==> config.mk <==
export PLATFORM = sky130hd
export DESIGN_NAME = vga_sync_gen
export DESIGN_NICKNAME = d
export VERILOG_FILES = /design/src/rtl/vga_sync_gen.sv
export SDC_FILE = /design/constraint.sdc
export NUM_CORES = 1
export LEC_CHECK = 0
export ABC_AREA = 1
export BUFFER_PORTS_ARGS = -buffer_cell sky130_fd_sc_hd__buf_4
export CAP_MARGIN = 20
export CORE_ASPECT_RATIO = 0.9
export CORE_MARGIN = 4
export CORE_UTILIZATION = 45
export CTS_BUF_LIST = sky130_fd_sc_hd__clkbuf_16
export CTS_CLUSTER_SIZE = 8
export DETAILED_ROUTE_END_ITERATION = 8
export MAX_ROUTING_LAYER = met4
export PLACE_DENSITY = 0.69
export SYNTH_ARGS = -nofsm -noshare
export SYNTH_HDL_FRONTEND = slang
export SYNTH_SLANG_ARGS = --single-unit
==> constraint.sdc <==
create_clock -name clk -period 1.9 [get_ports clk]
set_input_delay 0.19 -clock clk [delete_from_list [all_inputs] [get_ports clk]]
set_output_delay 0.19 -clock clk [all_outputs]
set_load 0.02 [all_outputs]
==> src/rtl/vga_sync_gen.sv <==
// vga_sync_gen: 640x480 @ 60 Hz VGA timing from the 100 MHz system clock.
// A free-running divider produces one pixel period every CLK_DIV clocks. The
// x/y raster counters advance once per pixel period. The syncs and the
// active-video flag are registered from the next-state counter values, so
// every output changes on the same clk edge and stays aligned with x/y.
module vga_sync_gen #(
    parameter int CLK_DIV   = 4,
    parameter int H_DISPLAY = 640,
    parameter int H_FP      = 16,
    parameter int H_SYNC    = 96,
    parameter int H_BP      = 48,
    parameter int V_DISPLAY = 480,
    parameter int V_FP      = 10,
    parameter int V_SYNC    = 2,
    parameter int V_BP      = 33
) (
    input  logic       clk,
    input  logic       reset,
    output logic       p_tick,
    output logic [9:0] x,
    output logic [9:0] y,
    output logic       hsync,
    output logic       vsync,
    output logic       video_on,
    output logic       frame_tick
);

    localparam int H_TOTAL = H_DISPLAY + H_FP + H_SYNC + H_BP;
    localparam int V_TOTAL = V_DISPLAY + V_FP + V_SYNC + V_BP;
    localparam int DIV_W   = $clog2(CLK_DIV);

    localparam logic [DIV_W-1:0] DIV_LAST = DIV_W'(CLK_DIV - 1);
    localparam logic [9:0] H_LAST   = 10'(H_TOTAL - 1);
    localparam logic [9:0] V_LAST   = 10'(V_TOTAL - 1);
    localparam logic [9:0] H_ACTIVE = 10'(H_DISPLAY);
    localparam logic [9:0] V_ACTIVE = 10'(V_DISPLAY);
    localparam logic [9:0] HS_FIRST = 10'(H_DISPLAY + H_FP);
    localparam logic [9:0] HS_LAST  = 10'(H_DISPLAY + H_FP + H_SYNC - 1);
    localparam logic [9:0] VS_FIRST = 10'(V_DISPLAY + V_FP);
    localparam logic [9:0] VS_LAST  = 10'(V_DISPLAY + V_FP + V_SYNC - 1);

    logic [DIV_W-1:0] div;
    logic             pix_end;
    logic             h_wrap;
    logic             v_wrap;
    logic [9:0]       x_next;
    logic [9:0]       y_next;

    // Next raster position; the counters only move in the last clock of a pixel.
    always_comb begin
        // NOTE: every output of this block gets a default first, so no path
        // leaves a signal unassigned and no latch is inferred.
        x_next  = x;
        y_next  = y;
        pix_end = (div == DIV_LAST);
        h_wrap  = pix_end && (x == H_LAST);
        v_wrap  = h_wrap && (y == V_LAST);
        if (pix_end) begin
            x_next = h_wrap ? 10'd0 : x + 10'd1;
        end
        if (h_wrap) begin
            y_next = v_wrap ? 10'd0 : y + 10'd1;
        end
    end

    // Divider, counters and all flags share one register stage so they stay aligned.
    always_ff @(posedge clk or posedge reset) begin
        if (reset) begin
            div        <= '0;
            x          <= 10'd0;
            y          <= 10'd0;
            p_tick     <= 1'b0;
            frame_tick <= 1'b0;
            hsync      <= 1'b1;
            vsync      <= 1'b1;
            video_on   <= 1'b1;  // (0,0) is an active pixel
        end else begin
            // NOTE: non-blocking assignments, so every register samples the
            // pre-edge values and the flags see x_next/y_next, not each other.
            div        <= div + DIV_W'(1);
            p_tick     <= pix_end;
            frame_tick <= v_wrap;
            x          <= x_next;
            y          <= y_next;
            hsync      <= !((x_next >= HS_FIRST) && (x_next <= HS_LAST));
            vsync      <= !((y_next >= VS_FIRST) && (y_next <= VS_LAST));
            video_on   <= (x_next < H_ACTIVE) && (y_next < V_ACTIVE);
        end
    end

endmodule

==> flow_metrics.env, run 1 <==
export IMPL_port_buffers=26
export IMPL_cp_start_kind="flop"
export IMPL_worstMarginPinSlew_ns=0.382
export IMPL_hold_viol=0
export IMPL_ys_warn_count=0
export IMPL_die_w_um=71.1
export IMPL_netlist_instances=224
export IMPL_start_util=0.473
export IMPL_p_leak_nw=1.09
export IMPL_power_density_nw_per_um2=542
export IMPL_sw_frac_of_total=0.193
export IMPL_max_cap_viol_count=0
export IMPL_num_rows=20
export IMPL_finalSetupViolCount=0
export IMPL_ir_drop_mv=0.505
export IMPL_grt_ovfl_total=0
export IMPL_power_mw=1.07
export IMPL_syn_num_nets=230
export IMPL_status="complete, no violations"
export IMPL_boundaryPins=27
export IMPL_drv_slew=0
export IMPL_clock_path_buffers=2
export IMPL_dp_cells=294
export IMPL_pwr_share_clk=0.449
export IMPL_synth_top_cell_area_share=0.373
export IMPL_ys_types=26
export IMPL_drtAntennaViolNets=0
export IMPL_netlist_top_cell_by_area="dfrtp_1"
export IMPL_wl_per_cell_um=12.2
export IMPL_intPower_uw=865
export IMPL_synth_area_top_cells="dfrtp_1, nand2_1, inv_1"
export IMPL_cts_tree="done"
export IMPL_regToRegSetupSlack_ns=0.16
export IMPL_antenna_found_initial=0
export IMPL_rsz0062_at_grt="false"
export IMPL_fp_dieArea_sq_um=4600
export IMPL_gp_congestion=0.895
export IMPL_cts_root_buf="clkbuf_16"
export IMPL_drtIter0Drc=157
export IMPL_grt_max_degree=28
export IMPL_met3_usage=0.0388
export IMPL_grt_use_met1=0.262
export IMPL_clk_pin_slew_ns=0.07
export IMPL_combinationalPowerShare=0.014
export IMPL_cts_num_sinks=27
export IMPL_avgSynthCellArea_sq_um=7.19
export IMPL_relSlewSlack=0.744
export IMPL_ys_seq_area_frac=0.422
export IMPL_max_freq_mhz=573
export IMPL_dr_pass1_iters=4
export IMPL_power_switching_uw=206
export IMPL_via_count=1434
export IMPL_end_kind="flop"
export IMPL_numCtsBuffers=3
export IMPL_syn_area_sq_um=1610
export IMPL_crit_arrival_ns=1.94
export IMPL_diodes=0
export IMPL_clock_latency_ns=0.26
export IMPL_crit_type="reg2reg"
export IMPL_via_per_inst=4.78
export IMPL_grt_use_met2=0.228
export IMPL_final_cell_mix="nand2_1, inv_1, nor2_1, buf_4, dfrtp_1"
export IMPL_grt_pass1_wl_um=5980
export IMPL_dieHeight_um=64.8
export IMPL_pwr_share_seq=0.537
export IMPL_layout_nets=263
export IMPL_synth_seq_cells=27
export IMPL_period_minus_slack_ns=1.74
export IMPL_drive_gt1_frac=0.203
export IMPL_core_area_sq_um=3400
export IMPL_drc=0
export IMPL_wirelength_um=3660
export IMPL_whs_ns=0.434
export IMPL_grt_pass1_vias=1258
export IMPL_gr_usage_all_layers=0.172
export IMPL_final_core_util=0.581
export IMPL_fin_crit_sh=0.918
export IMPL_hp_class="reg2reg"
export IMPL_clock_skew_final_ns=0.00697
export IMPL_cts_max_level=1
export IMPL_worstPathRequired_ns=2.10
export IMPL_totalNegativeSetupSlack_ns=0
export IMPL_busiest_layer="met1"
export IMPL_fin_cells=300
export IMPL_path_max_fanout=11
export IMPL_dp_hpwl_um=2730
export IMPL_final_common_cell="nand2_1"
export IMPL_synthToLayoutAreaGrowth_pct=22.7
## critical path, cell delays in order (launching register included)
cell and delay, ns:
dfrtp_1 0.35, ha_2 0.30, nand2_2 0.10, nor2_4 0.16
buf_12 0.14, nand3_1 0.07, nand2_1 0.07, nand2_1 0.06
nor2_1 0.20, inv_1 0.07, nor2_1 0.10, nand2_1 0.05
## timing repair
item | 4_1_cts | 5_1_grt
buffers inserted | 0 | 1
endpoints found under the setup margin | 0 | 3
hold buffers | 1 | 0
endpoints found under the hold margin | 13 | 0
resized for setup | 0 | 3
## metrics by stage
step	setup WS [ns]	area, sq um
after floorplan	0.145	1610
after global placement	0.0959	1860
after detailed placement	0.0354	1860
after CTS	0.0198	1950
after global routing	0.00124	1980
final	0.156	1980
## layer usage
metal  vias up  share of wire
met4         0         0.0077
li1        752              -
met2        37           0.42
met3         2          0.038
met1       643           0.53
met5         -              0
## cell families (layout without fill, tap and decap cells)
kind of cell | count (synthesis) | count (layout) | synth area share
adders and majority gates | 4 | 4 | 0.0311
buffers and inverters | 47 | 79 | 0.117
and+or+nand+nor | 133 | 133 | 0.375
AOI/OAI and AO/OA | 11 | 11 | 0.0443
xor gates and xnor gates | 2 | 2 | 0.0109
DFF | 27 | 27 | 0.422
## layout make-up
class | instances | area [sq um]
repair buffers | 30 | 240
multi-input cells | 150 | 748
clock buffers | 3 | 75.1
clock inverters | 1 | 7.51
fillers | 330 | 1430
inverters | 45 | 169
flip-flops and latches | 27 | 681
well taps | 44 | 55.1
## cells in the mapped netlist
library cell  number
nand2_1           68
inv_1             42
nor2_1            30
dfrtp_1           24
nand3_1           15
nand4_1            8
ha_1               4
o21ai_0            4
a21oi_1            3
dfstp_2            3
inv_2              3
nor3_1             3
nor2_2             2
o21bai_2           2
xor2_1             2
a31oi_1            1
buf_4              1
buf_6              1
nand2_2            1
nand2_4            1
nand3_2            1
nand3_4            1
nand3b_1           1
nor2_4             1
nor2_8             1
o21bai_1           1
## final timing paths
path / from / endpoint / cells past startpoint
setup / recovery: div[0] / vsync / 11
hold / removal: div[0] / div[0] / 1
setup reg to reg: div[0] / vsync / 11
hold reg to reg: div[0] / div[0] / 1
max in group asynchronous: reset / hsync / 4
min in group asynchronous: reset / y[1] / 4
## state kept, by name, summed over array words and instances (netlist names)
register and count:
frame_tick 1, hsync 1, p_tick 1, y 10
x 10, vsync 1, div 2, video_on 1
## power groups by stage
stage | logic, mW | clock network, mW | registers (mW)
final | 0.0155 | 0.481 | 0.575
after global routing | 0.0189 | 0.523 | 0.574
after CTS | 0.0167 | 0.496 | 0.575
after detailed placement | 0.0152 | 0 | 0.586
after global placement | 0.0149 | 0 | 0.586
after floorplan | 0.00847 | 0 | 0.586
Note: power is estimated with default switching activity, not from simulation.
==> inputs of run 2 (changes only) <==
==> constraint.sdc (replaced) <==
create_clock -name clk -period 1.9 [get_ports clk]
set_input_delay 0.19 -clock clk [delete_from_list [all_inputs] [get_ports clk]]
set_output_delay 0.19 -clock clk [all_outputs]
set_load 0.1 [all_outputs]
==> run 2 against run 1 <==
  * Count of clock-buffer cells in the layout unchanged
  * Critical path depth unchanged
  * Register-to-register slack improved by 0.02 ns
  * First-iteration DRC count decreased by 18%
  * Wire length increased by 1.2%
  * Global-route usage increased by 0.66 points
  * Die area unchanged
  * Cell area increased by 2.2%
  * Critical path type unchanged
  * Highest routed layer unchanged
==> flow_metrics.env, run 2 (synthesis results as in run 1) <==
export IMPL_hp_class="reg2reg"
export IMPL_max_freq_mhz=582
export IMPL_final_cell_mix="nand2_1, inv_1, buf_4, nor2_1, nand3_1"
export IMPL_p_leak_nw=1.07
export IMPL_power_density_nw_per_um2=521
export IMPL_wirelength_um=3700
export IMPL_clock_path_buffers=2
export IMPL_met3_usage=0.0248
export IMPL_finalSetupViolCount=0
export IMPL_rr_endpoint="vsync"
export IMPL_dp_hpwl_um=2850
export IMPL_placed_area_sq_um=1890
export IMPL_die_w_um=71.1
export IMPL_critical_path_top_delay_family="simple AND/OR/NAND/NOR gates"
export IMPL_synthToLayoutAreaGrowth_pct=25.3
export IMPL_relSlewSlack=0.748
export IMPL_num_rows=20
export IMPL_final_common_cell="nand2_1"
export IMPL_ir_drop_mv=0.405
export IMPL_critPathSlowestCell="dfrtp_1"
export IMPL_cts_tree="done"
export IMPL_via_per_inst=4.82
export IMPL_whs_ns=0.512
export IMPL_diodes=0
export IMPL_fp_dieArea_sq_um=4600
export IMPL_crit_start="div[0]"
export IMPL_max_cap_viol_count=0
export IMPL_final_area_sq_um=2020
export IMPL_regToRegSetupSlack_ns=0.18
export IMPL_grt_pass1_wl_um=6280
export IMPL_worstPathRequired_ns=2.09
export IMPL_gp_congestion=0.883
export IMPL_place_ws_ns=-0.0174
export IMPL_start_util=0.473
export IMPL_drv_slew=0
export IMPL_layout_nets=264
export IMPL_end_kind="flop"
export IMPL_hold_viol=0
export IMPL_grt_pass1_vias=1344
export IMPL_timing_rr_start="div[0]"
export IMPL_drtAntennaViolNets=0
export IMPL_crit_arrival_ns=1.91
export IMPL_crit_top_cell="nand2_1"
export IMPL_reg2reg_depth=11
export IMPL_fin_crit_sh=0.905
export IMPL_worstMarginPinSlew_ns=0.376
export IMPL_crit_type="reg2reg"
export IMPL_clk_pin_slew_ns=0.06
export IMPL_n_fill_cell=345
export IMPL_crit_path_cell_trace="ha_4 > nand2_2 > nor2_4 > buf_4 > nand3_1 > nand2_1 > nand2_1 > nor2_1 > inv_1 > nor2_1 > nand2_1"
export IMPL_worst_slack_ns=0.180
export IMPL_worstSetupEndpoint="vsync"
export IMPL_register_area_sq_um=704
export IMPL_boundaryPins=27
export IMPL_path_max_fanout=11
export IMPL_period_minus_slack_ns=1.72
export IMPL_grt_use_met1=0.257
export IMPL_gr_usage_all_layers=0.178
export IMPL_grt_ovfl_total=0
export IMPL_power_mw=1.05
export IMPL_path_buf_inv=2
export IMPL_dr_pass1_iters=4
export IMPL_grt_use_met2=0.253
export IMPL_grt_max_degree=28
export IMPL_crit_cells=11
export IMPL_wl_per_cell_um=12.3
export IMPL_multiInputGateArea_sq_um=776
export IMPL_critPathMaxStageDelay_ns=0.40
export IMPL_cts_num_sinks=27
export IMPL_totalNegativeSetupSlack_ns=0
export IMPL_dieHeight_um=64.8
export IMPL_cp_start_kind="flop"
export IMPL_drc=0
export IMPL_busiest_layer="met1"
export IMPL_numCtsBuffers=3
export IMPL_port_buffers=26
export IMPL_clock_latency_ns=0.26
export IMPL_via_count=1452
export IMPL_cts_root_buf="clkbuf_16"
export IMPL_cts_max_level=1
export IMPL_antenna_found_initial=0
export IMPL_clock_skew_final_ns=0.00180
export IMPL_core_area_sq_um=3400
export IMPL_largestRegisters="x x10, y x10, div x2"
export IMPL_drtIter0Drc=128
export IMPL_status="complete, no violations"
export IMPL_drive_gt1_frac=0.268
run 2: through the flow:
stage | utilization | cells
6_report | 0.593 | 301
5_1_grt | 0.593 | 301
4_1_cts | 0.581 | 298
3_5_place_dp | 0.554 | 293
3_3_place_gp | 0.554 | 293
2_1_floorplan | - | 224
run 2: layout make-up:
class / instances / area share
clock inverters: 1 / 0.00186
repair buffers: 31 / 0.117
multi-input cells: 150 / 0.384
inverters: 45 / 0.0837
well taps: 44 / 0.0273
flip-flops and latches: 27 / 0.349
clock buffers: 3 / 0.0372
run 2: worst min-delay path by stage:
stage,from,depth (start not counted),to,slack [ns]
finish,div[0],1,div[0],0.51
global route,div[0],1,div[0],0.53
CTS,div[0],1,div[0],0.44
detailed placement,reset,3,y[3],0.28
global placement,reset,3,frame_tick,0.28
floorplan,reset,1,div[0],0.24
run 2: worst reg2reg max path: stages (launching register included):
cell     delay [ns]
dfrtp_1        0.40
ha_4           0.23
nand2_2        0.08
nor2_4         0.17
buf_4          0.15
nand3_1        0.06
nand2_1        0.06
nand2_1        0.07
nor2_1         0.19
inv_1          0.06
nor2_1         0.11
nand2_1        0.06
run 2: repair_timing:
action | in CTS | in global routing
hold buffers | 1 | 0
resized for setup | 1 | 3
setup buffers | 0 | 3
setup endpoints to repair | 1 | 3
pin swaps | 0 | 2
hold endpoints to repair | 20 | 0
run 2: routing by layer:
layer / part of all wire / vias up
li1: - / 751
met2: 0.45 / 44
met5: 0 / -
met3: 0.054 / 5
met1: 0.48 / 652
met4: 0.016 / 0
run 2: where the power goes:
| part | switching (mW) | internal [mW] | total (mW) |
|---|---|---|---|
| registers | 0 | 0.575 | 0.575 |
| logic | 0.0112 | 0.00414 | 0.0153 |
| clock network | 0.179 | 0.281 | 0.461 |
| total | 0.190 | 0.860 | 1.05 |
==> inputs of run 3 (changes only) <==
--- a/config.mk
+++ b/config.mk
@@ -11,7 +11,7 @@
 export CORE_ASPECT_RATIO = 0.9
 export CORE_MARGIN = 4
 export CORE_UTILIZATION = 45
-export CTS_BUF_LIST = sky130_fd_sc_hd__clkbuf_16
+export CTS_BUF_LIST = sky130_fd_sc_hd__clkbuf_4 sky130_fd_sc_hd__clkbuf_8
 export CTS_CLUSTER_SIZE = 8
 export DETAILED_ROUTE_END_ITERATION = 8
 export MAX_ROUTING_LAYER = met4
==> constraint.sdc (replaced) <==
create_clock -name clk -period 1.6 [get_ports clk]
set_input_delay 0.16 -clock clk [delete_from_list [all_inputs] [get_ports clk]]
set_output_delay 0.16 -clock clk [all_outputs]
set_load 0.1 [all_outputs]
==> run 3 against run 2 <==
  * The flow now finishes with violations (setup timing)
  * Register-to-register slack lost 0.20 ns
  * Setup slack lost 0.20 ns
  * Clock skew shrank 0.00063 ns
  * Utilization grew 8.8 points
  * Global-route usage grew 1.4 points
  * Worst hold slack lost 0.022 ns
==> flow_metrics.env, run 3 (synthesis results as in run 1) <==
export IMPL_status="complete, but fails checks"
export IMPL_violations="setup timing"
export IMPL_max_cap_viol_count=0
export IMPL_boundaryPins=27
export IMPL_hp_class="in2async"
export IMPL_final_core_util=0.681
export IMPL_crit_arrival_ns=1.83
export IMPL_grt_max_degree=28
export IMPL_p_leak_nw=1.21
export IMPL_clock_path_buffers=2
export IMPL_cts_max_level=1
export IMPL_drtAntennaViolNets=0
export IMPL_clock_skew_final_ns=0.00117
export IMPL_die_w_um=71.1
export IMPL_reg2reg_depth=10
export IMPL_final_cell_mix="nand2_1, buf_4, inv_1, nor2_1, dfrtp_2"
export IMPL_worstMarginPinSlew_ns=0.343
export IMPL_drive_gt1_frac=0.447
export IMPL_via_count=1598
export IMPL_num_rows=20
export IMPL_cts_root_buf="clkbuf_8"
export IMPL_power_density_nw_per_um2=469
export IMPL_fin_crit_sh=1.01
export IMPL_synthToLayoutAreaGrowth_pct=43.9
export IMPL_drv_slew=0
export IMPL_placed_area_sq_um=2060
export IMPL_n_fill_cell=280
export IMPL_layout_nets=291
export IMPL_grt_ovfl_total=0
export IMPL_period_minus_slack_ns=1.61
export IMPL_path_max_fanout=7
export IMPL_fp_dieArea_sq_um=4600
export IMPL_timing_rr_start="div[0]"
export IMPL_fin_cells=328
export IMPL_dp_cells=315
export IMPL_port_buffers=26
export IMPL_antenna_found_initial=0
export IMPL_clk_pin_slew_ns=0.09
export IMPL_largestRegisters="x x10, y x10, div x2"
export IMPL_finalSetupViolCount=3
export IMPL_drtIter0Drc=124
export IMPL_crit_type="reg2reg"
export IMPL_max_freq_mhz=619
export IMPL_grt_pass1_wl_um=6800
export IMPL_gp_congestion=0.942
export IMPL_wirelength_um=4040
export IMPL_worstSetupEndpoint="vsync"
export IMPL_dr_pass1_iters=4
export IMPL_place_ws_ns=-0.111
export IMPL_start_util=0.473
export IMPL_cts_tree="done"
export IMPL_drc=0
export IMPL_diodes=0
export IMPL_regToRegSetupSlack_ns=-0.01
export IMPL_core_area_sq_um=3400
export IMPL_cts_num_sinks=27
export IMPL_crit_start="div[0]"
export IMPL_wl_per_cell_um=12.3
export IMPL_grt_pass1_vias=1434
export IMPL_gr_usage_all_layers=0.192
export IMPL_final_common_cell="nand2_1"
export IMPL_cp_start_kind="flop"
export IMPL_via_per_inst=4.87
export IMPL_worstPathRequired_ns=1.81
export IMPL_worst_slack_ns=-0.0148
export IMPL_rsz0062_at_grt="true"
export IMPL_dieHeight_um=64.8
export IMPL_ir_drop_mv=0.562
export IMPL_end_kind="flop"
export IMPL_numCtsBuffers=3
export IMPL_hold_viol=0
export IMPL_relSlewSlack=0.771
export IMPL_dp_hpwl_um=2960
export IMPL_rr_endpoint="vsync"
export IMPL_clock_latency_ns=0.27
export IMPL_final_area_sq_um=2320
[run 3: changes by cell type in the layout (fill, tap and decap cells not counted), sizes merged]
cell	previous run	this run
nand2	70	71
clkinv	0	1
buf	30	56
inv	46	45
[run 3: cell type report]
type	instances	area (sq um)	share of cell area
well taps	44	55.1	0.0238
repair buffers	57	453	0.195
inverters	45	174	0.0751
clock inverters	1	5.00	0.00216
multi-input cells	151	872	0.376
flip-flops and latches	27	717	0.309
clock buffers	3	41.3	0.0178
[run 3: how the worst min path moves through the flow]
stage / cells after the start / slack, ns / startpoint / to
after floorplan: 1 / 0.21 / reset / div[0]
after global placement: 3 / 0.25 / reset / p_tick
after detailed placement: 3 / 0.25 / reset / p_tick
after CTS: 4 / 0.50 / reset / frame_tick
after global routing: 1 / 0.50 / div[0] / div[0]
final: 4 / 0.49 / reset / frame_tick
[run 3: worst max-delay path, cell delays in order (launching register included)]
cell	delay, ns
dfrtp_1	0.40
ha_4	0.20
nand2_4	0.06
nor2_4	0.24
nand2_4	0.13
nor2_2	0.11
nand2_2	0.07
nand2_1	0.08
nand3_2	0.10
nor2_1	0.11
nand2_1	0.06
[run 3: per-stage QoR]
step	setup TNS (ns)	power (mW)	hold slack, ns
final	-0.0207	1.09	0.489
after global routing	-0.475	1.14	0.502
after CTS	-0.0394	1.11	0.498
after detailed placement	-0.477	0.714	0.253
after global placement	-0.261	0.713	0.248
after floorplan	-0.693	0.706	0.210
[run 3: report_power, final]
group	switching (mW)	total, mW	internal [mW]	leakage (nW)
Combinational	0.0136	0.0185	0.00492	0.863
Clock	0.212	0.387	0.175	0.0255
Sequential	0	0.682	0.682	0.320
[run 3: timing repair]
action,CTS,global route
cloned,1,0
hold buffers,1,0
buffers inserted,6,1
setup endpoints to repair,6,8
resized for setup,15,27
pin swaps,13,17
endpoints found under the hold margin,24,0
[run 3: metal layers]
| layer | wire length, um | global-route usage | up-vias |
|---|---|---|---|
| met5 | 0 | - | - |
| met4 | 23 | 0.0352 | 0 |
| met3 | 284 | 0.0372 | 5 |
| met2 | 1800 | 0.281 | 55 |
| met1 | 1930 | 0.279 | 731 |
| li1 | - | - | 807 |
